`config.mk`:
```
export PLATFORM = sky130hd
export DESIGN_NAME = io_loopback_check
export DESIGN_NICKNAME = d
export VERILOG_FILES = /design/src/rtl/io_loopback_check.sv
export SDC_FILE = /design/constraint.sdc
export NUM_CORES = 1
export LEC_CHECK = 0
export CORE_ASPECT_RATIO = 0.75
export CORE_MARGIN = 3
export CORE_UTILIZATION = 68
export CTS_CLUSTER_DIAMETER = 100
export CTS_CLUSTER_SIZE = 10
export DETAILED_ROUTE_END_ITERATION = 8
export DONT_BUFFER_PORTS = 1
export PLACE_DENSITY = 0.83
export SLEW_MARGIN = 20
export SYNTH_ARGS = -nofsm -noshare
export SYNTH_HDL_FRONTEND = slang
export SYNTH_SLANG_ARGS = --single-unit
export TNS_END_PERCENT = 100
```
`constraint.sdc`:
```
create_clock -name clk -period 17.45 [get_ports clk]
set_clock_uncertainty 0.15 [all_clocks]
set_input_delay 1.745 -clock clk [delete_from_list [all_inputs] [get_ports clk]]
set_output_delay 1.745 -clock clk [all_outputs]
set_load 0.1 [all_outputs]
```
`src/rtl/io_loopback_check.sv`:
```
// Loopback checker for one header: compares synchronized pin readback against the
// generator's pattern after each toggle. Optional stop-on-first-fail: IO_CHECK_STOP_ON_FAIL_EN.
module io_loopback_check #(
    parameter int WIDTH      = 34,
    parameter int SETTLE     = 16,
    parameter int NUM_CHECKS = 8
) (
    input  logic             clk,
    input  logic             rst,
    input  logic             start,
    input  logic [WIDTH-1:0] exp_io,
    input  logic [WIDTH-1:0] rx_io,
    output logic             busy,
    output logic             done,
    output logic             pass,
    output logic [WIDTH-1:0] fail_mask,
    output logic [15:0]      err_cnt,
    output logic [15:0]      chk_cnt,
    output logic [2:0]       state_dbg
);

    // start is a single-cycle request with no ready/ack: it is accepted only in
    // IDLE or DONE (busy=0) and silently dropped while busy=1.

    typedef enum logic [2:0] {
        S_IDLE   = 3'd0,
        S_ARM    = 3'd1,
        S_SETTLE = 3'd2,
        S_CHECK  = 3'd3,
        S_DONE   = 3'd4
    } state_t;

    localparam logic [15:0] SETTLE_LOAD = 16'(SETTLE - 1);
    localparam logic [15:0] LAST_CHECK  = 16'(NUM_CHECKS - 1);

    state_t           state;
    logic [WIDTH-1:0] rx_meta;
    logic [WIDTH-1:0] rx_s;
    logic [WIDTH-1:0] exp_q;
    logic [WIDTH-1:0] exp_snap;
    logic [15:0]      cnt;

    logic             edge_det;
    logic [WIDTH-1:0] mism;
    logic [WIDTH-1:0] mask_next;
    logic             any_mism;
    logic [15:0]      err_next;
    logic             last_check;

    assign edge_det  = (exp_io != exp_q);
    assign mism      = rx_s ^ exp_snap;
    assign mask_next = fail_mask | mism;
    assign any_mism  = |mism;
    assign err_next  = (err_cnt == 16'hFFFF) ? err_cnt : err_cnt + 16'd1;
`ifdef IO_CHECK_STOP_ON_FAIL_EN
    assign last_check = (chk_cnt == LAST_CHECK) || any_mism;
`else
    assign last_check = (chk_cnt == LAST_CHECK);
`endif
    assign state_dbg = state;

    always_ff @(posedge clk or posedge rst) begin
        if (rst) begin
            state     <= S_IDLE;
            rx_meta   <= '0;
            rx_s      <= '0;
            exp_q     <= '0;
            exp_snap  <= '0;
            cnt       <= '0;
            busy      <= 1'b0;
            done      <= 1'b0;
            pass      <= 1'b0;
            fail_mask <= '0;
            err_cnt   <= '0;
            chk_cnt   <= '0;
        end else begin
            rx_meta <= rx_io;
            rx_s    <= rx_meta;
            exp_q   <= exp_io;

            case (state)
                S_IDLE, S_DONE: begin
                    if (start) begin
                        fail_mask <= '0;
                        err_cnt   <= '0;
                        chk_cnt   <= '0;
                        done      <= 1'b0;
                        pass      <= 1'b0;
                        busy      <= 1'b1;
                        state     <= S_ARM;
                    end
                end
                S_ARM: begin
                    if (edge_det) begin
                        exp_snap <= exp_io;
                        cnt      <= SETTLE_LOAD;
                        state    <= S_SETTLE;
                    end
                end
                S_SETTLE: begin
                    // A toggle inside the window restarts it on the newer pattern.
                    if (edge_det) begin
                        exp_snap <= exp_io;
                        cnt      <= SETTLE_LOAD;
                    end else if (cnt == 16'd0) begin
                        state <= S_CHECK;
                    end else begin
                        cnt <= cnt - 16'd1;
                    end
                end
                S_CHECK: begin
                    fail_mask <= mask_next;
                    chk_cnt   <= chk_cnt + 16'd1;
                    if (any_mism) begin
                        err_cnt <= err_next;
                    end
                    if (last_check) begin
                        done  <= 1'b1;
                        busy  <= 1'b0;
                        pass  <= (mask_next == '0);
                        state <= S_DONE;
                    end else begin
                        state <= S_ARM;
                    end
                end
                default: begin
                    busy  <= 1'b0;
                    state <= S_IDLE;
                end
            endcase
        end
    end

endmodule

```
* Word level (Yosys, flattened, before mapping) *
Cells that the tools add are included.
Widths: inputs -> output; s select.

cells by class
  add/sub/neg operators = 3
  equality and inequality tests = 15
  muxes and demuxes = 25
  bitwise operators = 3
  reduce and logical (&&, ||, !) cells = 15

operators with widths
  operator               count
  $mux 16                6
  $pmux 16 s2            3
  $pmux 34 s2            1
  $logic_not 34->1       1
  $mux 34                1
  $ne 34x34->1           1
  $or 34x34->34          1
  $reduce_or 34->1       1
  $xor 34x34->34         1
  $add 16x1->16 const B  2
  $eq 16x16->1 const B   1
  $eq 16x3->1 const B    1
  $logic_not 16->1       1
  $sub 16x1->16 const B  1
  $mux 3                 5
  $ne 2x2->1 const B     7
  $pmux 3 s4             1
  $reduce_and 3->1       3
  $reduce_and 4->1       2
  $eq 3x2->1 const B     2
  $mux 1                 5
  $pmux 1 s2             2
  $reduce_and 2->1       2
  $reduce_bool 2->1      2
  other kinds (7)        8

word-level totals
  bits in registers = 224
  output and inout port bits = 72
  logic and storage cells = 73

* Depth between registers and ports, before layout *
Gate-level depths: netlist (run 1).

  depth in word-level cells = 5
  mapped depth = 9
  gate-level depth less buffers = 8

* Worst setup path before layout (run 1) *
No wires, ideal clock.

  kind = input to register
  start point = input exp_io[33]
  end point = register exp_snap[0]
  library setup time = 0.127 ns
  arrival time = 3.449 ns
  data required time = 17.173 ns
  setup slack = 13.724 ns
  cell stages on the path = 8
  cell sequence = xor2_1 -> nor4_1 -> nand3_1 -> nor3_2 -> a211o_1 -> buf_4 -> buf_6 -> mux2_1

between the ends
  longest elaborated chain between the ends = 2

ends and longest elaborated chain
  item                               line  RTL
  start: declaration                 11    input logic [WIDTH-1:0] exp_io,
  $ne 34x34->1                       50    assign edge_det = (exp_io != exp_q);
  $reduce_and 2->1 (no source line)  n/a
  end signal: assignment             95    exp_snap <= exp_io;
  end signal: assignment             103   exp_snap <= exp_io;
  end: declaration                   40    logic [WIDTH-1:0] exp_snap;

Every way passes these cells.
A chain may end at the register's enable or synchronous reset.

* Final worst setup path (run 1) *
  start point = input exp_io[15]
  end point = register exp_snap[6]

The elaborated chain is that of the path after synthesis.

==> results of run 1 <==
[per-stage QoR]
step,area [um2],total power (uW),cells,setup slack (ns)
2_1_floorplan,8876,573.6,723,9.421
3_3_place_gp,9024,582.6,872,12.79
3_5_place_dp,9029,584.7,872,12.80
4_1_cts,9718,1039,900,13.35
5_1_grt,9739,1067,900,13.26
6_report,9739,1034,900,13.36
[layer usage]
| layer | vias to the layer above | GRT usage [%] | part of all wire (%) |
|---|---|---|---|
| met5 | - | 0 | 0 |
| met4 | 0 | 9.309 | 3.2 |
| met3 | 61 | 9.336 | 10 |
| met2 | 325 | 47.81 | 49 |
| met1 | 2980 | 37.95 | 37 |
| li1 | 2579 | - | - |
[flip-flops by register name, indices dropped and copies added, names as in the netlist]
| register | flops |
|---|---|
| pass | 1 |
| state_dbg | 3 |
| busy | 1 |
| chk_cnt | 16 |
| err_cnt | 16 |
| fail_mask | 34 |
| rx_meta | 34 |
| done | 1 |
| rx_s | 34 |
| exp_snap | 34 |
| cnt | 16 |
| exp_q | 34 |
[cell families after synthesis]
group,Yosys count,synth area share (%)
xor+xnor,68,6.710
flops,224,63.15
mux,38,4.821
simple gates,207,12.64
buf+inv,42,2.185
compound gates,141,10.06
fa+ha+maj,3,0.4229
[area by class of cell]
| type | count | area, um2 | area share, % |
|---|---|---|---|
| timing repair buffer | 7 | 56.30 | 0.5781 |
| multi-input combinational | 457 | 3105 | 31.89 |
| clock inverter | 2 | 38.79 | 0.3983 |
| sequential | 224 | 5605 | 57.55 |
| inverter | 18 | 75.07 | 0.7708 |
| tap | 166 | 207.7 | 2.133 |
| clock buffer | 26 | 650.6 | 6.680 |
[cells in the final DEF, fill, tap and decap left out, drive strengths merged, types with 9 or more instances in the layout]
master  Yosys  routed
or4         9       9
nand2      29      29
mux2       35      35
inv        18      18
xor2       66      66
o21ai      32      32
clkbuf     14      26
o31ai      14      14
nand4      14      14
nor4       32      32
a21oi      50      50
nor2       61      61
a22oi      11      11
nand3      18      18
nor3       13      13
dfrtp     224     224
[path summary, 6_finish.rpt]
| path | from | to | depth (start not counted) |
|---|---|---|---|
| min | rx_meta[32] | rx_s[32] | 0 |
| max reg2reg | state_dbg[1] | err_cnt[9] | 6 |
| max | exp_io[15] | exp_snap[6] | 7 |
| min in group asynchronous | rst | rx_s[26] | 1 |
| min reg2reg | rx_meta[32] | rx_s[32] | 0 |
| max in group asynchronous | rst | exp_q[0] | 2 |
[power groups by stage]
stage | combinational, uW | sequential (uW) | clock (uW)
2_1_floorplan | 22.8 | 551 | 0
3_3_place_gp | 30.8 | 552 | 0
3_5_place_dp | 31.8 | 553 | 0
4_1_cts | 33.0 | 545 | 461
5_1_grt | 36.0 | 546 | 486
6_report | 32.6 | 544 | 457
==> metrics.yaml, run 1 <==
status: "finished, final reports clean"
cts_resized: 0
timing_hold_violations_final: 0
wl_per_cell_um: 23.31
grt_pass1_vias: 6059
worst_pin_slew_ns: 1.134
cp_data_arrival_time_ns: 4.33
viasPerCell: 6.606
comb_power_share_pct: 3.2
root_buffer: "clkbuf_16"
h-tree-depth: 1
synth_fp_nets: 797
grt_pass1_wl_mm: 33.00
syn_inst: 723
synth_common_cells: "224 x dfrtp_1, 66 x xor2_1, 61 x nor2_1"
cts_sinks: 224
antenna_found_initial: 0
dr_total_vias: 5945
avgSynthCellArea_um2: 12.28
num_rows: 35
drive_gt1_share_pct: 8.719
die-area_mm2: 0.01447
die_h_um: 104.9
synthFlopType: "dfrtp_1"
synth_top_area_cell: "dfrtp_1"
overflow: 0
ant_nets: 0
cts_tree: "built"
fin_crit_ns: 4.088
drt-total-wl_mm: 20.98
synthToLayoutAreaGrowth_pct: 9.727
criticalPathCategory: "in2reg"
timing.setup.tns_ns: 0
power_leakage_uw: 0.004004
ff2ff_setup_slack_ns: 13.78
port_buffers: 0
ios: 143
crit_slowest_cell: "nor4_1"
min_path_type: "reg2reg"
grt_use_total_pct: 29.39
synthTopCellsByArea: "dfrtp_1 63%, xor2_1 6.5%, mux2_1 4.3%"
initial_core_util_pct: 70.87
yosys.cell_types.count: 59
core_area_mm2: 0.01252
postCtsSetupBuffers: 0
clockPowerShare_pct: 44.2
syn_area_mm2: 0.008876
ir_worst_vdd_mv: 0.1369
synth_top_area_share_pct: 63.15
slew_headroom_pct: 24.43
final_nets: 808
period_share_pct: 23.43
fin_util_pct: 77.76
path_delay_family: "simple AND/OR/NAND/NOR gates"
cts_buffers: 26
intPower_uw: 809.7
grt_max_degree: 141
ys_ff_latch: 224
seqPwrFrac_pct: 52.6
finalSetupViolCount: 0
synth_edf_count: 0
crit_path_end_kind: "register"
fillCellCount: 723
crit_chain: "xor2_1 > nor4_1 > nand3_1 > nor3_2 > a211o_1 > buf_4 > mux2_1"
async_reset_ff_share_pct: 100.0
ys_seq_area_share_pct: 63.15
cts.path.max_buffers: 3
clock_latency_ns: 0.52
startpoint_type: "input pin"
gp_congestion: 0.8631
clock.fmax_ghz: 0.2446
yosysWarnings: 0
yosysMostFrequentCell: "dfrtp_1"
power_density_mw_per_mm2: 106.2
postCtsHoldBufs: 0
critPathMaxFanout: 34
dp_hpwl_mm: 13.68
maxCapViolCount: 0
p_sw_uw: 224.7
drcViolationCount: 0
path_buf_inv: 1
n_antenna_cell: 0
drt_first_pass_iters: 5
rsz0062_at_grt: "no"
drtIter0Drc: 628
hold_slack_ns: 0.1953
p_sw_share_pct: 21.72
required_ns: 17.69
clk_transition_reported_paths_ns: 0.05
critPathMaxStageDelay_ns: 0.51
drv_slew: 0
fp.dieW_um: 137.9
No activity file was read; power rests on OpenSTA's default activity.
==> run 2: changes to the inputs <==
Settings changed: CORE_UTILIZATION 68 to 63, PLACE_DENSITY 0.83 to 0.78.
Clock period 17.45 ns to 3.8 ns, I/O delays scaled along.
==> run 2 against run 1 <==
Setup slack worse by 13 ns. Flip-flop and latch count unchanged. Routed wire length rose by 8.1%. Cell count is 11% higher. Non-clock buffer count rose by 96. Critical endpoint is now exp_snap[14]. Largest power group unchanged.
==> metrics.yaml, run 2 (synthesis gave the netlist of run 1 again) <==
status: "finished, final reports clean"  # unchanged
postCtsHoldBufs: 70  # was 0
dp_hpwl_mm: 14.23  # was 13.68 mm
worst_pin_slew_ns: 1.101  # was 1.134 ns
gp_congestion: 0.8967  # was 0.8631
comb_power_share_pct: 4.5  # was 3.2%
drt_first_pass_iters: 5  # unchanged
wl_per_cell_um: 22.64  # was 23.31 um
fin_crit_ns: 3.117
crit_path_end_kind: "register"  # unchanged
antenna_found_initial: 0  # unchanged
period_share_pct: 82.04
clockPowerShare_pct: 43.9  # was 44.2%
seqPwrFrac_pct: 51.6  # was 52.6%
finalSetupViolCount: 0  # unchanged
grt_use_total_pct: 29.83  # was 29.39%
drtIter0Drc: 509  # was 628
p_sw_share_pct: 22.36  # was 21.72%
required_ns: 4.05  # was 17.69 ns
viasPerCell: 6.343  # was 6.606
p_sw_uw: 1085  # was 224.7 uW
critPathMaxFanout: 34  # unchanged
clock_latency_ns: 0.53  # was 0.52 ns
power_density_mw_per_mm2: 456.7  # was 106.2 mW/mm2
criticalPathCategory: "reg2reg"  # was in2reg
cts_sinks: 224  # unchanged
startpoint_type: "register"  # was input pin
initial_core_util_pct: 66.35  # was 70.87%
root_buffer: "clkbuf_16"  # unchanged
cts_resized: 0  # unchanged
ir_worst_vdd_mv: 0.4378  # was 0.1369 mV
clk_transition_reported_paths_ns: 0.06  # was 0.05 ns
grt_pass1_vias: 6614  # was 6059
rsz0062_at_grt: "no"  # unchanged
fp.dieW_um: 143.1  # was 137.9 um
grt_max_degree: 133  # was 141
dr_total_vias: 6356  # was 5945
ant_nets: 0  # unchanged
port_buffers: 0  # unchanged
drive_gt1_share_pct: 10.72  # was 8.719%
core_area_mm2: 0.01338  # was 0.01252 mm2
drv_slew: 0  # unchanged
timing_hold_violations_final: 0  # unchanged
timing.setup.tns_ns: 0  # unchanged
drt-total-wl_mm: 22.69  # was 20.98 mm
drcViolationCount: 0  # unchanged
cts.path.max_buffers: 3  # unchanged
maxCapViolCount: 0  # unchanged
clock.fmax_ghz: 0.3208
die_h_um: 108.8  # was 104.9 um
power.total_uw: 4853  # was 1034 uW
synthToLayoutAreaGrowth_pct: 19.72  # was 9.727%
h-tree-depth: 1  # unchanged
hold_slack_ns: 0.02484  # was 0.1953 ns
final_cell_mix: "224 x dfrtp_1, 70 x dlygate4sd3_1, 66 x xor2_1, 61 x nor2_1, 50 x a21oi_1"  # was 224 x dfrtp_1, 66 x xor2_1, 61 x nor2_1, 50 x a21oi_1, 34 x mux2_1
die-area_mm2: 0.01556  # was 0.01447 mm2
intPower_uw: 3768  # was 809.7 uW
cp_data_arrival_time_ns: 3.36  # was 4.33 ns
ios: 143  # unchanged
grt_pass1_wl_mm: 35.88  # was 33.00 mm
power_leakage_uw: 0.004416  # was 0.004004 uW
postCtsSetupBuffers: 0  # unchanged
slew_headroom_pct: 26.62  # was 24.43%
final_nets: 904  # was 808
pre_cts_slack_ns: 0.8236  # was 12.80 ns
fin_ws_ns: 0.6826  # was 13.36 ns
cts_tree: "built"  # unchanged
mostFrequentLayoutCell: "dfrtp_1"  # unchanged
num_rows: 36  # was 35
cts_buffers: 26  # unchanged
min_path_type: "in2reg"  # was reg2reg
overflow: 0  # unchanged
[run 2: through the flow]
| stage | instances | utilization (%) | area (um2) |
|---|---|---|---|
| 2_1_floorplan | 723 | - | 8880 |
| 3_3_place_gp | 903 | 69.02 | 9234 |
| 3_5_place_dp | 903 | 69.02 | 9234 |
| 4_1_cts | 1001 | 79.41 | 10620 |
| 5_1_grt | 1001 | 79.41 | 10620 |
| 6_report | 1002 | 79.43 | 10630 |
[run 2: layout make-up]
class | instances | area [um2]
Clock buffer | 26 | 650.6
Tap cell | 171 | 214.0
Multi-Input combinational cell | 457 | 3083
Sequential cell | 224 | 5605
Fill cell | 722 | 2751
Timing Repair Buffer | 103 | 960.9
Antenna cell | 1 | 2.502
Inverter | 18 | 71.32
Clock inverter | 2 | 38.79
[run 2: worst max-delay path, stage by stage (launching register included)]
cell     delay, ns
dfrtp_1       0.39
xor2_1        0.17
nor4_1        0.40
nand3_1       0.36
nor3_2        0.48
a211o_1       0.15
buf_4         0.45
mux2_1        0.41
[run 2: final timing paths]
kind                                      to  depth (start not counted)  slack (ns)         from
worst max-delay path            exp_snap[14]                          7        0.68    exp_q[31]
worst min-delay path                    busy                          4        0.02        start
worst max register to register  exp_snap[14]                          7        0.68    exp_q[31]
worst min register to register      rx_s[22]                          0        0.19  rx_meta[22]
max in group asynchronous          exp_q[14]                          3        2.50          rst
min in group asynchronous            rx_s[0]                          2        0.10          rst
[run 2: metal layers]
metal / routed length (um) / track usage, % / vias to the layer above
met5: 0 / 0 / -
met4: 682 / 10.52 / 0
met3: 1862 / 8.110 / 61
met2: 11280 / 49.97 / 301
met1: 8862 / 38.04 / 3205
li1: - / - / 2789
[run 2: power groups by stage]
stage                     logic [uW]  clock network, uW  registers (uW)
after floorplan                  105                  0            2530
after global placement           145                  0            2530
after detailed placement         149                  0            2540
after CTS                        215               2120            2500
after global routing             239               2250            2510
final                            218               2130            2500
